**src/rtl/diff_pair_sampler.sv**
```systemverilog
// -----------------------------------------------------------------------------
// diff_pair_sampler
//
// Receive stage behind a complementary-output differential input buffer.
// Both buffer rails are resynchronised into the clk domain. The stage checks
// that the two rails are complementary and debounces the received level. It
// then presents a qualified level with one-cycle edge strobes. A run of
// non-complementary samples (open, shorted or unterminated input) is reported
// as a fault episode and counted.
//
// Parameters
//   SYNC_STAGES  synchroniser depth per rail (2..4)
//   FILTER_LEN   identical valid samples needed to qualify a level, and
//                invalid samples needed to declare a fault (1..15)
//   CNT_WIDTH    width of the fault episode counter
//
// Ports
//   clk          sole clock, rising edge
//   reset        asynchronous, active-high reset
//   o_in         true rail from the buffer (asynchronous)
//   ob_in        complement rail from the buffer (asynchronous)
//   clr_fault    synchronous clear of fault and fault_count
//   data_out     qualified received level
//   rise         one-cycle strobe on a data_out 0->1 change
//   fall         one-cycle strobe on a data_out 1->0 change
//   valid        data_out currently holds a qualified level
//   fault        sticky: a fault episode occurred since the last clear
//   fault_count  number of fault episodes, saturating at all-ones
// -----------------------------------------------------------------------------
module diff_pair_sampler #(
   parameter int SYNC_STAGES = 2,
   parameter int FILTER_LEN  = 4,
   parameter int CNT_WIDTH   = 8
) (
   input  logic                 clk,
   input  logic                 reset,
   input  logic                 o_in,
   input  logic                 ob_in,
   input  logic                 clr_fault,
   output logic                 data_out,
   output logic                 rise,
   output logic                 fall,
   output logic                 valid,
   output logic                 fault,
   output logic [CNT_WIDTH-1:0] fault_count
);

   localparam logic [3:0] FL = 4'(FILTER_LEN);

   typedef enum logic [1:0] {
      ST_INIT   = 2'd0,
      ST_LOCKED = 2'd1,
      ST_FAULT  = 2'd2
   } state_t;

   // ---------------------------------------------------------------------------
   // Synchronisers. The o chain resets to 0 and the ob chain resets to 1, so
   // reset presents a valid "0" pair downstream and never an invalid one.
   // ---------------------------------------------------------------------------
   logic [SYNC_STAGES-1:0] o_sync;
   logic [SYNC_STAGES-1:0] ob_sync;
   logic                   s_o;
   logic                   s_ob;

   // NOTE: sequential state is written with non-blocking assignments only, so
   // every flop samples the pre-edge value of its neighbours.
   always_ff @(posedge clk or posedge reset) begin
      if (reset) begin
         o_sync  <= '0;
         ob_sync <= '1;
      end else begin
         o_sync  <= {o_sync[SYNC_STAGES-2:0], o_in};
         ob_sync <= {ob_sync[SYNC_STAGES-2:0], ob_in};
      end
   end

   assign s_o  = o_sync[SYNC_STAGES-1];
   assign s_ob = ob_sync[SYNC_STAGES-1];

   // ---------------------------------------------------------------------------
   // Pair classification and glitch filter
   // ---------------------------------------------------------------------------
   logic       samp_valid;
   logic       samp_level;
   logic       cand, cand_nxt;
   logic [3:0] cnt, cnt_nxt;
   logic [3:0] icnt, icnt_nxt;
   logic       qualify;
   logic       fault_hit;

   assign samp_valid = s_o ^ s_ob;
   assign samp_level = s_o;

   // NOTE: every signal written here gets a default first, so no path leaves
   // it unassigned and no latch is inferred.
   always_comb begin
      cand_nxt = cand;
      cnt_nxt  = cnt;
      icnt_nxt = icnt;
      if (samp_valid) begin
         icnt_nxt = '0;
         if (samp_level == cand) begin
            if (cnt != FL) cnt_nxt = cnt + 4'd1;
         end else begin
            cand_nxt = samp_level;
            cnt_nxt  = 4'd1;
         end
      end else begin
         cnt_nxt = '0;
         if (icnt != FL) icnt_nxt = icnt + 4'd1;
      end
   end

   // Both decisions use the post-edge counter values, so the edge on which a
   // count reaches FILTER_LEN is itself the qualifying (or faulting) edge.
   assign qualify   = samp_valid && (cnt_nxt == FL);
   assign fault_hit = !samp_valid && (icnt_nxt == FL);

   always_ff @(posedge clk or posedge reset) begin
      if (reset) begin
         cand <= 1'b0;
         cnt  <= '0;
         icnt <= '0;
      end else begin
         cand <= cand_nxt;
         cnt  <= cnt_nxt;
         icnt <= icnt_nxt;
      end
   end

   // ---------------------------------------------------------------------------
   // Level state machine
   // ---------------------------------------------------------------------------
   state_t state, state_nxt;
   logic   data_nxt;
   logic   rise_nxt;
   logic   fall_nxt;
   logic   enter_fault;

   always_comb begin
      state_nxt   = state;
      data_nxt    = data_out;
      rise_nxt    = 1'b0;
      fall_nxt    = 1'b0;
      enter_fault = 1'b0;
      unique case (state)
         ST_INIT: begin
            // First lock after reset: adopt the level silently.
            if (qualify) begin
               state_nxt = ST_LOCKED;
               data_nxt  = cand_nxt;
            end else if (fault_hit) begin
               state_nxt   = ST_FAULT;
               enter_fault = 1'b1;
            end
         end
         ST_LOCKED, ST_FAULT: begin
            // Strobes compare against the held level, so recovering from a
            // fault at the same level it had before emits nothing.
            if (qualify) begin
               state_nxt = ST_LOCKED;
               data_nxt  = cand_nxt;
               rise_nxt  = cand_nxt & ~data_out;
               fall_nxt  = ~cand_nxt & data_out;
            end else if (fault_hit && (state == ST_LOCKED)) begin
               state_nxt   = ST_FAULT;
               enter_fault = 1'b1;
            end
         end
         default: state_nxt = ST_INIT;
      endcase
   end

   always_ff @(posedge clk or posedge reset) begin
      if (reset) begin
         state    <= ST_INIT;
         data_out <= 1'b0;
         rise     <= 1'b0;
         fall     <= 1'b0;
         valid    <= 1'b0;
      end else begin
         state    <= state_nxt;
         data_out <= data_nxt;
         rise     <= rise_nxt;
         fall     <= fall_nxt;
         valid    <= (state_nxt == ST_LOCKED);
      end
   end

   // ---------------------------------------------------------------------------
   // Fault accounting. A clear on the same edge as a fault entry wins, and
   // that entry is not counted.
   // ---------------------------------------------------------------------------
   always_ff @(posedge clk or posedge reset) begin
      if (reset) begin
         fault       <= 1'b0;
         fault_count <= '0;
      end else if (clr_fault) begin
         fault       <= 1'b0;
         fault_count <= '0;
      end else if (enter_fault) begin
         fault <= 1'b1;
         if (fault_count != '1) fault_count <= fault_count + 1'b1;
      end
   end

endmodule

```
**config.mk**
```make
export PLATFORM = sky130hd
export DESIGN_NAME = diff_pair_sampler
export DESIGN_NICKNAME = d
export VERILOG_FILES = /design/src/rtl/diff_pair_sampler.sv
export SDC_FILE = /design/constraint.sdc
export NUM_CORES = 1
export LEC_CHECK = 0
export CAP_MARGIN = 5
export CORE_UTILIZATION = 58
export DETAILED_ROUTE_END_ITERATION = 8
export HOLD_SLACK_MARGIN = 0.08
export PLACE_DENSITY = 0.9
export SYNTH_ARGS = -nofsm -noshare
export SYNTH_HDL_FRONTEND = slang
export SYNTH_SLANG_ARGS = --single-unit
```
**constraint.sdc**
```tcl
create_clock -name clk -period 5 [get_ports clk]
set_input_delay 0.75 -clock clk [delete_from_list [all_inputs] [get_ports clk]]
set_output_delay 0.75 -clock clk [all_outputs]
set_load 0.1 [all_outputs]
```
* Word level (Yosys, flattened, before mapping)
Index checks and enable logic that the tools add are counted.
** Cells by class
- Add/subtract/negate cells :: 3
- $mul :: 0
- Div/mod/pow operators :: 0
- $lt $le $gt $ge :: 0
- Equal/unequal tests :: 9
- Shift-type cells :: 0
- Muxes and demuxes :: 26
- Bitwise operators :: 5
- Reduce and logical (&&, ||, !) cells :: 11
** Operators with widths (count)
- 8-bit 2-to-1 mux :: 3
- 4-bit 2-to-1 mux :: 5
- 1-bit 2-to-1 mux :: 12
- 4-bit by 1-bit adder with 4-bit output (second input constant) :: 2
- 8-bit by 1-bit adder with 8-bit output (second input constant) :: 1
- 4-bit by 3-bit == test with 1-bit output (second input constant) :: 2
- 2-bit 2-to-1 mux :: 4
- 4-bit by 3-bit != test with 1-bit output (second input constant) :: 2
- 8-bit != test (second input constant) :: 1
- 2-bit by 1-bit == test with 1-bit output (second input constant) :: 2
- 2-bit case mux with 2 select lines :: 1
- 2-bit AND reduction :: 2
- 2-bit nonzero test :: 2
- 1-bit logical AND :: 3
- 3-bit OR reduction :: 1
- 1-bit bitwise AND :: 2
- 2-bit == test (second input constant) :: 1
- 2-bit zero test :: 1
- 1-bit NOT :: 2
- 1-bit case mux with 2 select lines :: 1
- 2-bit OR reduction :: 1
- 1-bit == test :: 1
- 1-bit zero test :: 1
- 1-bit XOR :: 1
** Word-level totals
- Bits in registers :: 28
- Latch bits :: 0
- Memory bits (writable) :: 0
- Bits in read-only memories :: 0
- Bits of input ports :: 5
- Memories kept :: 0

* Longest topological paths before layout
- Word-level depth :: 11
- Mapped depth :: 8
- Depth with buffers taken out :: 7

* Worst setup path before layout
OpenSTA, ideal clock, no wires.
- Path type :: flip-flop to flip-flop
- From :: register fault_count[2]
- To :: register fault_count[5]
- Library setup time :: 125 ps
- Data arrival time :: 2182 ps
- Required time :: 4875 ps
- Path slack :: 2694 ps
- Cell stages (with the launch flop) :: 7
- Path buffers :: 1
- Cell sequence :: dfrtp_1 -> and4_1 -> nand4_1 -> nand2_1 -> clkbuf_1 -> nor4_1 -> mux2_2
** Between the ends
- Cells in the longest elaborated chain, start to end :: 4
** Ends and longest elaborated chain
- start, declared :: RTL line 45 : output logic [CNT_WIDTH-1:0] fault_count
- start signal, assigned :: RTL line 203 : if (fault_count != '1) fault_count <= fault_count + 1'b1;
- 8-bit by 1-bit adder with 8-bit output :: RTL line 203
- 8-bit 2-to-1 mux :: RTL line 203
- 8-bit 2-to-1 mux :: RTL line 201 : end else if (enter_fault) begin
- 8-bit 2-to-1 mux :: RTL line 198 : end else if (clr_fault) begin
Parallel ways exist; a longest one is shown, timed or not. The select of a mux whose other input is x is not followed.
A chain may end at the register's enable or synchronous reset.

* Worst setup path in the final report
- From :: register fault_count[2]
- To :: output fault_count[2]
No word-level cell between the ends.

==> flow_metrics.py <==
metrics = {
    "place": {
        "placed_area_mm2": 0.00165,
        "dp_slack_ns": 2.50,
        "io_buffer_count": 17,
        "placed_cells": 190,
        "place_congestion": 0.761,
        "place_hpwl_um": 1990,
    },
    "setup_path": {
        "required_ns": 4.25,
        "r2r_cells": 6,
        "worst-r2r-setup-slack_ns": 2.48,
        "cpMaxStageDelayCell": "clkdlybuf4s50_1",
        "worstPathArrival_ns": 1.98,
        "r2r-start": "icnt[0]$_DFF_PP0_",
        "rr_endpoint": "fault_count[5]$_DFFE_PP0P_",
        "cp_top_family": "buffers and inverters",
        "end_kind": "output port",
        "path_max_fanout": 7,
        "slowest_delay_ns": 1.18,
        "path_cells": "clkdlybuf4s50_1",
        "crit_buf_inv": 1,
        "crit_type": "reg2out",
        "crit_path_start_kind": "register",
    },
    "power_and_ir_drop": {
        "powerDensity_mw_per_mm2": 301,
        "max-vdd-ir-drop_mv": 0.239,
        "p_leak_nw": 0.714,
    },
    "sta": {
        "setup_viol": 0,
        "finClkSkew_ns": 0.00432,
        "relSlewSlack": 0.304,
        "tightest_slew_ns": 1.04,
        "fin_crit_ns": 2.73,
        "fin_tns_setup_ns": 0,
        "hold_viol_final": 0,
        "postLayoutSetupSlackWorst_ns": 2.27,
        "rsz0062_at_grt": "no",
        "max_freq_mhz": 366,
        "fin_crit_sh": 0.546,
        "finalMaxSlewViolations": 0,
    },
    "floorplan": {
        "core-area_mm2": 0.00230,
        "ios": 18,
        "num_rows": 17,
        "initial_core_util": 0.634,
        "die_w_um": 52.1,
        "die-area_mm2": 0.00272,
        "die_h_um": 52.1,
    },
    "yosys": {
        "yosysWarnings": 0,
        "syn-num-nets": 161,
        "ys_seq_area_frac": 0.483,
        "avgSynthCellArea_um2": 9.84,
        "synthCells": 148,
        "post_synth_instance_area_mm2": 0.00146,
        "synth-seq-cells": 28,
        "ys_types": 36,
    },
    "routing": {
        "via_count": 1131,
        "drtIter0Drc": 19,
        "vias_per_cell": 5.83,
        "wl_um": 2730,
        "wl_per_cell_um": 14.1,
        "drc": 0,
        "drtPass1Iterations": 4,
        "detail-route-antenna-nets": 0,
    },
    "hold_path": {
        "min-delay-start": "ob_sync[0]$_DFF_PP1_",
        "hp-class": "reg2reg",
        "holdPathStages": 0,
        "worstHoldEndpoint": "ob_sync[1]$_DFF_PP1_",
    },
    "final_layout": {
        "fin_area_mm2": 0.00169,
        "final_cells": 194,
        "mostFrequentLayoutCell": "dfrtp_1",
        "finalNetCount": 180,
        "area_growth_pct": 15.8,
        "mostFrequentLayoutCells": "dfrtp_1, clkdlybuf4s50_1, inv_1, a21oi_1, nor2_1",
        "num_antenna_cells": 0,
        "drive_above_1_share": 0.0542,
    },
    "clock_tree": {
        "cts_htree_levels": 1,
        "cts_tree": "yes",
        "path_clk_slew_ns": 0.15,
        "clock_latency_ns": 0.33,
        "cts_buffer_depth": 2,
        "root_buffer": "clkbuf_4",
        "post-cts-setup-buffer-count": 0,
        "cts_resized": 0,
        "holdBufCountCts": 0,
        "cts-buffers-inserted": 3,
        "cts_sinks": 28,
    },
    "global_routing": {
        "antenna_found_initial": 0,
        "grt.total_usage": 0.231,
        "grt_pass1_vias": 1110,
        "grt_pass1_wl_um": 4640,
        "overflow": 0,
        "grt_max_degree": 29,
    },
    "flow_run": {
        "drv_cap": 0,
    },
    "outcome": {
        "status": "finished clean",
    },
}
## cells in the mapped netlist
cell type | n | share of area
nand3_1 | 6 | 0.021
xor2_2 | 1 | 0.011
clkbuf_1 | 2 | 0.0052
inv_1 | 16 | 0.041
nand4_1 | 2 | 0.0086
a21oi_1 | 16 | 0.055
ha_1 | 8 | 0.069
nor3b_1 | 1 | 0.0052
o211a_1 | 1 | 0.0069
and4_1 | 1 | 0.0060
dfstp_2 | 2 | 0.036
nor4bb_1 | 2 | 0.014
a22oi_1 | 1 | 0.0052
a2111o_1 | 2 | 0.015
and2_1 | 1 | 0.0043
xnor2_1 | 3 | 0.018
o21ai_0 | 5 | 0.017
nor4_1 | 1 | 0.0043
mux2_2 | 2 | 0.015
nand2b_1 | 2 | 0.0086
dfrtp_1 | 26 | 0.45
a2111oi_0 | 1 | 0.0060
o32ai_1 | 1 | 0.0060
or4_1 | 5 | 0.026
nor2b_1 | 4 | 0.017
nand2_1 | 5 | 0.013
and4b_1 | 1 | 0.0069
o211ai_1 | 1 | 0.0052
buf_1 | 1 | 0.0026
or3_1 | 2 | 0.0086
nor3_1 | 3 | 0.010
a211o_1 | 1 | 0.0060
nor2_1 | 14 | 0.036
nand3b_1 | 2 | 0.010
o31ai_1 | 5 | 0.026
o21ba_1 | 1 | 0.0069
## how the worst max path moves through the flow
stage                               startpoint                          to  depth (start not counted)
global route        fault_count[2]$_DFFE_PP0P_              fault_count[2]                          1
detailed placement           icnt[0]$_DFF_PP0_  fault_count[5]$_DFFE_PP0P_                          6
CTS                 fault_count[2]$_DFFE_PP0P_              fault_count[2]                          1
floorplan           fault_count[2]$_DFFE_PP0P_  fault_count[5]$_DFFE_PP0P_                          6
global placement             icnt[0]$_DFF_PP0_  fault_count[5]$_DFFE_PP0P_                          6
finish              fault_count[2]$_DFFE_PP0P_              fault_count[2]                          1
## power by group
part / internal, mW / leakage [nW] / total [mW] / switching [mW]
Clock: 0.0446 / 0.0210 / 0.111 / 0.0660
Combinational: 0.0450 / 0.320 / 0.136 / 0.0908
Sequential: 0.244 / 0.372 / 0.261 / 0.0169
## per-stage QoR
stage	util	hold WS (ns)	total power, mW
2_1_floorplan	-	0.331	0.369
3_3_place_gp	0.718	0.336	0.391
3_5_place_dp	0.718	0.347	0.400
4_1_cts	0.734	0.367	0.509
5_1_grt	0.734	0.369	0.532
6_report	0.734	0.366	0.507
## layer usage
layer / up-vias / global-route usage / part of all wire
met5: - / 0 / 0
met4: 0 / 0.0901 / 0.010
met3: 4 / 0.0292 / 0.029
met2: 16 / 0.421 / 0.51
met1: 543 / 0.271 / 0.45
li1: 568 / - / -
## area by class of cell
class,instances,area (um^2)
flip-flops and latches,28,703
multi-input cells,101,682
fillers,157,611
repair buffers,17,170
inverters,16,60.1
clock buffers,4,36.3
well taps,28,35.0
## kinds of logic (layout without fill, tap and decap cells)
family / count (synthesis) / in the layout / synth area share
AO/OA/AOI/OAI: 35 / 35 / 0.156
buffers and inverters: 19 / 37 / 0.0490
flip-flops: 28 / 28 / 0.483
AND/OR/NAND/NOR: 52 / 52 / 0.199
adder cells (fa/ha/maj): 8 / 8 / 0.0687
multiplexers: 2 / 2 / 0.0155
XOR/XNOR: 4 / 4 / 0.0292
## state kept, by name, indices dropped and copies added (netlist names), 2 cells and up
| register | cells |
|---|---|
| ob_sync | 2 |
| fault_count | 8 |
| o_sync | 2 |
| icnt | 4 |
| cnt | 4 |
| state | 2 |
(Power assumes the default switching activity.)
